**src/rtl/video_stream_splitter_if.sv**
```systemverilog
// Avalon-ST video beat bundle shared by the splitter's input and both outputs.
// A beat transfers on a rising clk edge where valid & ready are both high; the source
// holds data/sop/eop/empty stable while valid is high and ready is low.
interface video_stream_splitter_if #(
    parameter int DW = 30,
    parameter int EW = 2
);
    logic [DW-1:0] data;
    logic          startofpacket;
    logic          endofpacket;
    logic [EW-1:0] empty;
    logic          valid;
    logic          ready;

    modport master (
        output data, startofpacket, endofpacket, empty, valid,
        input  ready
    );

    modport slave (
        input  data, startofpacket, endofpacket, empty, valid,
        output ready
    );
endinterface

```
**src/rtl/video_stream_splitter.sv**
```systemverilog
// Forks one Avalon-ST video stream to two sinks through 2-entry per-branch skid FIFOs,
// with a branch enable mask latched on each accepted start-of-packet beat.
module video_stream_splitter #(
    parameter int DW = 30,
    parameter int EW = 2
) (
    input  logic                           clk,
    input  logic                           reset,
    input  logic [1:0]                     branch_enable,
    video_stream_splitter_if.slave         stream_in,
    video_stream_splitter_if.master        stream_out_0,
    video_stream_splitter_if.master        stream_out_1,
    output logic                           o_dbg_state,
    output logic [1:0]                     o_dbg_mask
);

    typedef enum logic {
        ST_IDLE = 1'b0,
        ST_PKT  = 1'b1
    } state_t;

    typedef struct packed {
        logic [DW-1:0] data;
        logic          sop;
        logic          eop;
        logic [EW-1:0] empty;
    } beat_t;

    state_t     r_state;
    state_t     w_state_nxt;
    logic [1:0] r_mask;
    logic [1:0] w_mask_nxt;

    beat_t      r_mem [2][2];
    logic [1:0] r_rd_ptr;
    logic [1:0] r_wr_ptr;
    logic [1:0] r_count [2];

    beat_t      w_in_beat;
    beat_t      w_head [2];
    logic [1:0] w_push_mask;
    logic [1:0] w_push;
    logic [1:0] w_pop;
    logic [1:0] w_out_valid;
    logic [1:0] w_out_ready;
    logic       w_in_ready;
    logic       w_accept;

    // A SOP beat always uses the live enables; a stray non-SOP beat in IDLE goes nowhere.
    always_comb begin
        w_push_mask = 2'b00;
        if (stream_in.startofpacket) begin
            w_push_mask = branch_enable;
        end else if (r_state == ST_PKT) begin
            w_push_mask = r_mask;
        end
    end

    // Ready only looks at FIFO occupancy, never at the downstream ready inputs.
    always_comb begin
        w_in_ready = 1'b1;
        for (int b = 0; b < 2; b++) begin
            if (w_push_mask[b] && (r_count[b] == 2'd2)) begin
                w_in_ready = 1'b0;
            end
        end
    end

    always_comb begin
        w_in_beat = {stream_in.data, stream_in.startofpacket,
                     stream_in.endofpacket, stream_in.empty};
        w_accept  = stream_in.valid & w_in_ready;
        w_push    = w_accept ? w_push_mask : 2'b00;
        w_out_ready = {stream_out_1.ready, stream_out_0.ready};
        for (int b = 0; b < 2; b++) begin
            w_out_valid[b] = (r_count[b] != 2'd0);
            w_head[b]      = r_mem[b][r_rd_ptr[b]];
        end
        w_pop = w_out_valid & w_out_ready;
    end

    always_comb begin
        w_state_nxt = r_state;
        w_mask_nxt  = r_mask;
        if (w_accept) begin
            if (stream_in.startofpacket) begin
                w_mask_nxt  = branch_enable;
                w_state_nxt = stream_in.endofpacket ? ST_IDLE : ST_PKT;
            end else if ((r_state == ST_PKT) && stream_in.endofpacket) begin
                w_state_nxt = ST_IDLE;
            end
        end
    end

    always_ff @(posedge clk or negedge reset) begin
        if (!reset) begin
            r_state <= ST_IDLE;
            r_mask  <= 2'b00;
        end else begin
            r_state <= w_state_nxt;
            r_mask  <= w_mask_nxt;
        end
    end

    always_ff @(posedge clk or negedge reset) begin
        if (!reset) begin
            r_rd_ptr <= 2'b00;
            r_wr_ptr <= 2'b00;
            for (int b = 0; b < 2; b++) begin
                r_count[b] <= 2'd0;
                for (int e = 0; e < 2; e++) begin
                    r_mem[b][e] <= '0;
                end
            end
        end else begin
            for (int b = 0; b < 2; b++) begin
                if (w_push[b]) begin
                    r_mem[b][r_wr_ptr[b]] <= w_in_beat;
                    r_wr_ptr[b]           <= ~r_wr_ptr[b];
                end
                if (w_pop[b]) begin
                    r_rd_ptr[b] <= ~r_rd_ptr[b];
                end
                case ({w_push[b], w_pop[b]})
                    2'b10:   r_count[b] <= r_count[b] + 2'd1;
                    2'b01:   r_count[b] <= r_count[b] - 2'd1;
                    default: r_count[b] <= r_count[b];
                endcase
            end
        end
    end

    assign stream_in.ready = w_in_ready;

    assign stream_out_0.data          = w_head[0].data;
    assign stream_out_0.startofpacket = w_head[0].sop;
    assign stream_out_0.endofpacket   = w_head[0].eop;
    assign stream_out_0.empty         = w_head[0].empty;
    assign stream_out_0.valid         = w_out_valid[0];

    assign stream_out_1.data          = w_head[1].data;
    assign stream_out_1.startofpacket = w_head[1].sop;
    assign stream_out_1.endofpacket   = w_head[1].eop;
    assign stream_out_1.empty         = w_head[1].empty;
    assign stream_out_1.valid         = w_out_valid[1];

    assign o_dbg_state = r_state;
    assign o_dbg_mask  = r_mask;

endmodule

```
**src/flat_wrapper.sv**
```systemverilog
// flat-port wrapper written by rule: the top's interface ports become plain ports
module video_stream_splitter_flat 
#(
    parameter int DW = 30,
    parameter int EW = 2
)
  (clk, reset, branch_enable, o_dbg_state, o_dbg_mask, stream_in_data, stream_in_startofpacket, stream_in_endofpacket, stream_in_empty, stream_in_valid, stream_in_ready, stream_out_0_data, stream_out_0_startofpacket, stream_out_0_endofpacket, stream_out_0_empty, stream_out_0_valid, stream_out_0_ready, stream_out_1_data, stream_out_1_startofpacket, stream_out_1_endofpacket, stream_out_1_empty, stream_out_1_valid, stream_out_1_ready);
  video_stream_splitter_if #(.DW(DW), .EW(EW)) stream_in_i ();
  video_stream_splitter_if #(.DW(DW), .EW(EW)) stream_out_0_i ();
  video_stream_splitter_if #(.DW(DW), .EW(EW)) stream_out_1_i ();
  input  logic clk;
  input  logic reset;
  input  logic [1:0] branch_enable;
  output logic o_dbg_state;
  output logic [1:0] o_dbg_mask;
  input wire logic [$bits(stream_in_i.data)-1:0] stream_in_data;
  input wire logic [$bits(stream_in_i.startofpacket)-1:0] stream_in_startofpacket;
  input wire logic [$bits(stream_in_i.endofpacket)-1:0] stream_in_endofpacket;
  input wire logic [$bits(stream_in_i.empty)-1:0] stream_in_empty;
  input wire logic [$bits(stream_in_i.valid)-1:0] stream_in_valid;
  output wire logic [$bits(stream_in_i.ready)-1:0] stream_in_ready;
  output wire logic [$bits(stream_out_0_i.data)-1:0] stream_out_0_data;
  output wire logic [$bits(stream_out_0_i.startofpacket)-1:0] stream_out_0_startofpacket;
  output wire logic [$bits(stream_out_0_i.endofpacket)-1:0] stream_out_0_endofpacket;
  output wire logic [$bits(stream_out_0_i.empty)-1:0] stream_out_0_empty;
  output wire logic [$bits(stream_out_0_i.valid)-1:0] stream_out_0_valid;
  input wire logic [$bits(stream_out_0_i.ready)-1:0] stream_out_0_ready;
  output wire logic [$bits(stream_out_1_i.data)-1:0] stream_out_1_data;
  output wire logic [$bits(stream_out_1_i.startofpacket)-1:0] stream_out_1_startofpacket;
  output wire logic [$bits(stream_out_1_i.endofpacket)-1:0] stream_out_1_endofpacket;
  output wire logic [$bits(stream_out_1_i.empty)-1:0] stream_out_1_empty;
  output wire logic [$bits(stream_out_1_i.valid)-1:0] stream_out_1_valid;
  input wire logic [$bits(stream_out_1_i.ready)-1:0] stream_out_1_ready;
  assign stream_in_i.data = stream_in_data;
  assign stream_in_i.startofpacket = stream_in_startofpacket;
  assign stream_in_i.endofpacket = stream_in_endofpacket;
  assign stream_in_i.empty = stream_in_empty;
  assign stream_in_i.valid = stream_in_valid;
  assign stream_in_ready = stream_in_i.ready;
  assign stream_out_0_data = stream_out_0_i.data;
  assign stream_out_0_startofpacket = stream_out_0_i.startofpacket;
  assign stream_out_0_endofpacket = stream_out_0_i.endofpacket;
  assign stream_out_0_empty = stream_out_0_i.empty;
  assign stream_out_0_valid = stream_out_0_i.valid;
  assign stream_out_0_i.ready = stream_out_0_ready;
  assign stream_out_1_data = stream_out_1_i.data;
  assign stream_out_1_startofpacket = stream_out_1_i.startofpacket;
  assign stream_out_1_endofpacket = stream_out_1_i.endofpacket;
  assign stream_out_1_empty = stream_out_1_i.empty;
  assign stream_out_1_valid = stream_out_1_i.valid;
  assign stream_out_1_i.ready = stream_out_1_ready;
  video_stream_splitter #(.DW(DW), .EW(EW)) u_core (.clk(clk), .reset(reset), .branch_enable(branch_enable), .stream_in(stream_in_i), .stream_out_0(stream_out_0_i), .stream_out_1(stream_out_1_i), .o_dbg_state(o_dbg_state), .o_dbg_mask(o_dbg_mask));
endmodule
```
**config.mk**
```make
export PLATFORM = sky130hd
export DESIGN_NAME = video_stream_splitter_flat
export DESIGN_NICKNAME = d
export VERILOG_FILES = /design/src/rtl/video_stream_splitter_if.sv /design/src/rtl/video_stream_splitter.sv /design/src/flat_wrapper.sv
export SDC_FILE = /design/constraint.sdc
export NUM_CORES = 1
export LEC_CHECK = 0
export CAP_MARGIN = 30
export CORE_MARGIN = 8
export CORE_UTILIZATION = 50
export DETAILED_ROUTE_END_ITERATION = 10
export PLACE_DENSITY = 0.76
export SLEW_MARGIN = 20
export SYNTH_ARGS = -nofsm -noshare
export SYNTH_HDL_FRONTEND = slang
export SYNTH_SLANG_ARGS = --single-unit
```
**constraint.sdc**
```tcl
create_clock -name clk -period 3.45 [get_ports clk]
set_input_delay 0.69 -clock clk [delete_from_list [all_inputs] [get_ports clk]]
set_output_delay 0.69 -clock clk [all_outputs]
set_load 0.02 [all_outputs]
```
==> results by group, run 1 <==
Placement
  – HPWL after DPL: 9.56 mm
  – Final GP Congestion: 0.750
  – I/O Buffers: 114
  – Place WS: 244 ps

Floorplanning
  – Core Area: 13200 µm²
  – Starting density of the core: 0.508
  – Die H: 132 µm
  – Die ar.: 17400 µm²
  – I/O Pins: 115
  – DIE WIDTH: 132 µm
  – # rows: 42

Logic synthesis
  – Synth Cell Area: 6700 µm²
  – Synth Area in Compound Gates: 0.00411
  – Post-synth cell types: 26
  – #FFs+latches synth: 147
  – Synth Area in XOR/XNOR: 0.0131
  – YS warnings: 0
  – Post-Synthesis Cells: 416
  – Post-synthesis simple-gate area fraction: 0.0293
  – Post-Syn Nets: 459
  – Main combinational cell family by area after synthesis: multiplexers
  – Syn Area/Cell: 16.1 µm²
  – Post-synthesis mux area share: 0.380
  – Synth Area in Adders: 0.00373
  – Post-synthesis sequential area ratio: 0.549

Critical path
  – CP Launch Type: input pin
  – CP max FO: 9
  – CP max-delay cell: clkdlybuf4s50_1
  – Worst-path cell chain: clkdlybuf4s50_1 > nand3b_1 > a21oi_2 > nor2_1 > clkdlybuf4s50_1
  – Crit path largest cell delay: 570 ps
  – WP buf/inv: 2
  – Crit path max-delay family: buffers and inverters
  – CP endpoint kind: output pin
  – Critical setup path kind: in -> out
  – Critical Path RT: 2760 ps
  – Worst Path Arrival: 2530 ps
  – Crit path top cell by count: clkdlybuf4s50_1

Final layout
  – Multi-input logic area: 2880 µm²
  – Antenna diode count: 0
  – Area Overhead vs Synth: 28.5%
  – Storage element area: 3680 µm²
  – Commonest non-fill, non-tap cells in the layout: 145 x dfrtp_1, 138 x mux2_2, 113 x clkdlybuf4s50_1
  – Number of nets in the layout: 581
  – Layout fillers: 978
  – Share of cells above drive strength 1: 0.461
  – Most common cell after layout, fill and taps aside: dfrtp_1

Clock network
  – TritonCTS clock tree: yes
  – CTS buffer count: 17
  – Cts repair resizes: 0
  – Max clock buf depth: 2
  – Clock transition at path regs: 60 ps
  – Post-CTS Setup Repair Bufs: 0
  – H-tree levels: 4
  – CTS Root Cell: clkbuf_16
  – CTS Hold Bufs: 0
  – Clk_lat worst skew: 420 ps
  – CTS Sinks: 147

Power and ir drop
  – Pwr/cell area: 1110 nW/µm²
  – Total Power: 0.00953 W
  – Leak Pwr: 3.82 nW
  – Worst vdd ir: 0.000651 V

Timing
  – Worst Skew: 8.28 ps
  – Setup violators final: 0
  – Rel. slew slack: 0.373
  – Fin Setup TNS: 0 ps
  – Hold Vio Cnt, Final: 0
  – Setup ws final: 232 ps
  – Fin Hold WS: 289 ps
  – RSZ-0062 raised after global routing: false
  – Max Fclk: 311 MHz
  – Max Transition Viols Final: 0
  – Period utilization: 0.933
  – Minimum clock period: 3220 ps
  – Slew @ Worst Pin: 941 ps

GRT
  – Largest net degree at the start of global routing: 78
  – Global-route wire length before repair: 23.9 mm
  – Met1 GRT Util: 0.214
  – Global route total overflow: 0
  – Global Route met3 Usage: 0.0579
  – Vias in the first global route: 4342
  – GR Util All Layers: 0.173
  – Gr busiest metal: met2
  – GR Layer Usage met2: 0.280
  – Initial antenna violation count: 0

Detailed routing
  – DRC Markers: 0
  – DR WL/cell: 20.0 µm
  – Routed vias: 3843
  – WL final: 14.5 mm
  – Vias per Instance: 5.29
  – Number of DRC markers in iteration 0: 139
  – Pre-antenna DRT Iters: 4
  – Antenna Nets Post-Route: 0

Hold path
  – HP Class: in -> async

Job
  – Max Cap Viol: 0

Outcome
  – Status: completed
sequential cells by signal, summed over array words and instances (netlist names):
register and cells:
u_core.r_count 4, u_core.o_dbg_state 1, u_core.r_rd_ptr 2, u_core.o_dbg_mask 2, u_core.r_mem 136, u_core.r_wr_ptr 2
final timing paths:
path	start	end	slack [ps]	cells after the start
worst max-delay path	stream_in_startofpacket	stream_in_ready	230	5
worst min-delay path	reset	u_core.r_mem[112]$_DFFE_PN0P_	290	1
worst max register to register	u_core.o_dbg_state$_DFFE_PN0P_	u_core.r_mem[69]$_DFFE_PN0P_	1260	5
worst min register to register	u_core.r_mem[2]$_DFFE_PN0P_	u_core.r_mem[2]$_DFFE_PN0P_	490	1
max in group asynchronous	reset	u_core.r_mem[74]$_DFFE_PN0P_	2290	2
min in group clk	u_core.r_mem[2]$_DFFE_PN0P_	u_core.r_mem[2]$_DFFE_PN0P_	490	1
where the power goes:
group / internal (W) / switching, W / total [W]
Sequential: 0.00260 / 0.000622 / 0.00322
Clock: 0.00110 / 0.000716 / 0.00182
Combinational: 0.00265 / 0.00184 / 0.00449
through the flow:
step	cell area [µm²]	util	cells
6_report	8610	0.653	727
5_1_grt	8610	0.653	727
4_1_cts	8610	0.653	727
3_5_place_dp	8020	0.608	695
3_3_place_gp	8020	0.608	695
2_1_floorplan	6700	-	416
cell usage after synthesis:
master    instances  area share
dfrtp_1         147        0.55
and2_4            2      0.0026
mux2_1            8       0.013
nand3b_4          1      0.0030
mux2_4           60        0.13
buf_4             1      0.0011
mux2_2          138        0.23
nand2_1           6      0.0034
xor2_1            4      0.0052
buf_2             7      0.0052
nor3_1            1     0.00075
nor4_4            2      0.0063
nand3b_1          1      0.0011
and2_1            2      0.0019
or2_2             2      0.0019
clkbuf_1          5      0.0028
or4b_1            2      0.0030
buf_6             6       0.010
a21oi_2           2      0.0026
ha_1              2      0.0037
buf_1             3      0.0017
xnor2_1           6      0.0078
nand2b_1          2      0.0019
o32a_1            1      0.0015
nor2_1            3      0.0017
or3_1             2      0.0019
cells by family after synthesis:
logic type      Yosys count
compound gates            3
xor+xnor                 10
fa+ha+maj                 2
buf+inv                  22
flops                   147
mux                     206
simple gates             26
worst reg2reg max path, stage by stage, from the launching register on:
cell,delay (ps)
dfrtp_1,440
nand3b_4,100
and2_4,180
or4b_2,680
buf_4,290
mux2_1,380
metal layers:
| layer | share of wire | wire length (µm) |
|---|---|---|
| met1 | 0.46 | 6600 |
| met5 | 0 | 0 |
| met3 | 0.049 | 704 |
| met4 | 0.011 | 165 |
| met2 | 0.48 | 7030 |
final cells by class:
| type | count | area share |
|---|---|---|
| clock buffers | 20 | 0.0531 |
| multi-input cells | 247 | 0.335 |
| flip-flops and latches | 147 | 0.428 |
| clock inverters | 12 | 0.0153 |
| well taps | 176 | 0.0256 |
| repair buffers | 125 | 0.144 |
(Power assumes the default switching activity.)
==> run 2, diff against run 1 <==
CORE_ASPECT_RATIO = 1.5   (was default)
SETUP_SLACK_MARGIN = 0.5   (was default)
SKIP_LAST_GASP = 1   (was default)
==> results by group, run 2 (same netlist as run 1, synthesis figures left out) <==
Outcome
  – Status: completed

GRT
  – Global Route met3 Usage: 0.0463 (-0.0117)
  – Met1 GRT Util: 0.200 (-0.0143)
  – Gr busiest metal: met2
  – GR Layer Usage met2: 0.321 (+0.0410)
  – Initial antenna violation count: 0 (unchanged)
  – GR Util All Layers: 0.180 (+0.00764)
  – Global route total overflow: 0 (unchanged)
  – Global-route wire length before repair: 25.0 mm (+4.6%)
  – Largest net degree at the start of global routing: 92 (+18%)
  – Vias in the first global route: 4615 (+6.3%)

Placement
  – HPWL after DPL: 9.96 mm (+4.2%)
  – Final GP Congestion: 0.734 (-2.1%)
  – I/O Buffers: 114 (unchanged)
  – Place WS: 239 ps (-4.33 ps)

Timing
  – Rel. slew slack: 0.443 (+0.0705)
  – Slew @ Worst Pin: 835 ps (-106 ps)
  – Setup ws final: 564 ps (+332 ps)
  – RSZ-0062 raised after global routing: false
  – Minimum clock period: 2890 ps (-332 ps)
  – Max Fclk: 346 MHz (+12%)
  – Setup violators final: 0 (unchanged)
  – Worst Skew: 7.98 ps (-0.293 ps)
  – Fin Setup TNS: 0 ps (unchanged)
  – Period utilization: 0.837 (-0.0963)
  – Hold Vio Cnt, Final: 0 (unchanged)
  – Max Transition Viols Final: 0 (unchanged)

Critical path
  – CP Launch Type: register
  – Critical path origin: u_core.r_rd_ptr[0]$_DFFE_PN0P_
  – Critical Path RT: 2760 ps (about the same)
  – Critical R2R Launch: u_core.o_dbg_state$_DFFE_PN0P_
  – CP endpoint kind: output pin
  – Critical setup path kind: reg -> out
  – Worst Path Arrival: 2200 ps (-330 ps)
  – CP max FO: 21 (+12)

Final layout
  – Share of cells above drive strength 1: 0.470 (+0.00855)
  – Max reg flops: 136 (unchanged)
  – Largest Register: u_core.r_mem
  – Largest registers: u_core.r_mem: 136 flops, u_core.r_count: 4 flops
  – Most common cell after layout, fill and taps aside: dfrtp_1
  – Area Overhead vs Synth: 29.7%
  – Commonest non-fill, non-tap cells in the layout: 145 x dfrtp_1, 138 x mux2_2, 112 x clkdlybuf4s50_1
  – Antenna diode count: 0 (unchanged)
  – Number of nets in the layout: 588 (+1.2%)

Clock network
  – Clock transition at path regs: 60 ps (about the same)
  – CTS Root Cell: clkbuf_16
  – Max clock buf depth: 2 (unchanged)
  – TritonCTS clock tree: yes
  – CTS buffer count: 17 (unchanged)
  – CTS Hold Bufs: 0 (unchanged)
  – CTS Sinks: 147 (unchanged)
  – Clk_lat worst skew: 420 ps (about the same)
  – H-tree levels: 4 (unchanged)

Detailed routing
  – DR WL/cell: 21.0 µm (+5.0%)
  – Number of DRC markers in iteration 0: 100 (-28%)
  – WL final: 15.1 mm (+4.0%)
  – DRC Markers: 0 (unchanged)
  – Pre-antenna DRT Iters: 4 (unchanged)
  – Routed vias: 3911 (+1.8%)
  – Antenna Nets Post-Route: 0 (unchanged)
  – Vias per Instance: 5.43 (+2.8%)

Floorplanning
  – Starting density of the core: 0.505 (-0.00316)
  – DIE WIDTH: 111 µm (-16%)
  – Die ar.: 17400 µm² (+0.44%)
  – # rows: 52 (+24%)
  – Core Area: 13300 µm² (+0.63%)
  – Die H: 158 µm (+20%)
  – I/O Pins: 115 (unchanged)

Job
  – Max Cap Viol: 0 (unchanged)

Power and ir drop
  – Leak Pwr: 3.88 nW (+1.4%)
  – Pwr/cell area: 1120 nW/µm² (+0.80%)
  – Worst vdd ir: 0.000587 V (-9.8%)

Hold path
  – HP Class: in -> async
-- run 2: cell types whose count changed in the layout (fill, tap and decap cells not counted), moves of 2 or more --
| cell | before | now |
|---|---|---|
| inv_6 | 1 | 3 |
| clkbuf_8 | 2 | 0 |
| dfrtp_4 | 0 | 2 |
| buf_4 | 10 | 16 |
| a21oi_4 | 0 | 2 |
| a21oi_2 | 2 | 0 |
| dfrtp_2 | 2 | 0 |
-- run 2: through the flow --
stage	util	area, µm²	hold slack (ps)	total power (W)	std cells
finish	0.655	8690	353	0.00970	720
global placement	0.604	8020	468	0.00768	682
detailed placement	0.604	8020	479	0.00782	682
CTS	0.653	8670	384	0.00981	717
floorplan	-	6700	394	0.00594	416
global route	0.655	8690	397	0.0102	720
-- run 2: power by group --
part | internal [W] | leakage [nW] | total, W | switching (W)
Combinational | 0.00270 | 1.82 | 0.00468 | 0.00198
Clock | 0.00114 | 0.290 | 0.00188 | 0.000739
Sequential | 0.00260 | 1.76 | 0.00314 | 0.000531
Total | 0.00645 | 3.88 | 0.00970 | 0.00325
-- run 2: area by class of cell --
cell class | count | area [µm²]
clock buffer | 17 | 425
clock inverter | 15 | 180
timing repair buffer | 132 | 1300
sequential | 147 | 3690
tap | 162 | 203
multi-input combinational | 247 | 2900
fill | 988 | 4580
-- run 2: worst max-delay path, cell delays in order (launching register included) --
cell             delay (ps)
dfrtp_4                 600
buf_12                  230
mux2_2                  340
clkdlybuf4s50_1         600
-- run 2: layer usage --
layer	part of all wire	vias to the layer above
li1	-	1747
met1	0.40	2071
met2	0.54	73
met3	0.033	20
met4	0.020	0
met5	0	-
-- run 2: what timing repair did --
| item | 4_1_cts | 5_1_grt |
|---|---|---|
| resized for setup | 5 | 0 |
| hold endpoints to repair | 0 | 0 |
| setup buffers | 3 | 3 |
| pin swaps | 0 | 2 |
| endpoints found under the setup margin | 37 | 1 |
-- run 2: worst paths after layout --
kind	to	slack [ps]	depth (start not counted)
max	stream_out_0_empty[1]	560	3
min	u_core.r_mem[129]$_DFFE_PN0P_	350	1
max reg2reg	u_core.r_mem[2]$_DFFE_PN0P_	1120	6
min reg2reg	u_core.r_mem[1]$_DFFE_PN0P_	490	1
max in group asynchronous	u_core.r_rd_ptr[1]$_DFFE_PN0P_	2240	2
min in group clk	u_core.r_mem[1]$_DFFE_PN0P_	490	1
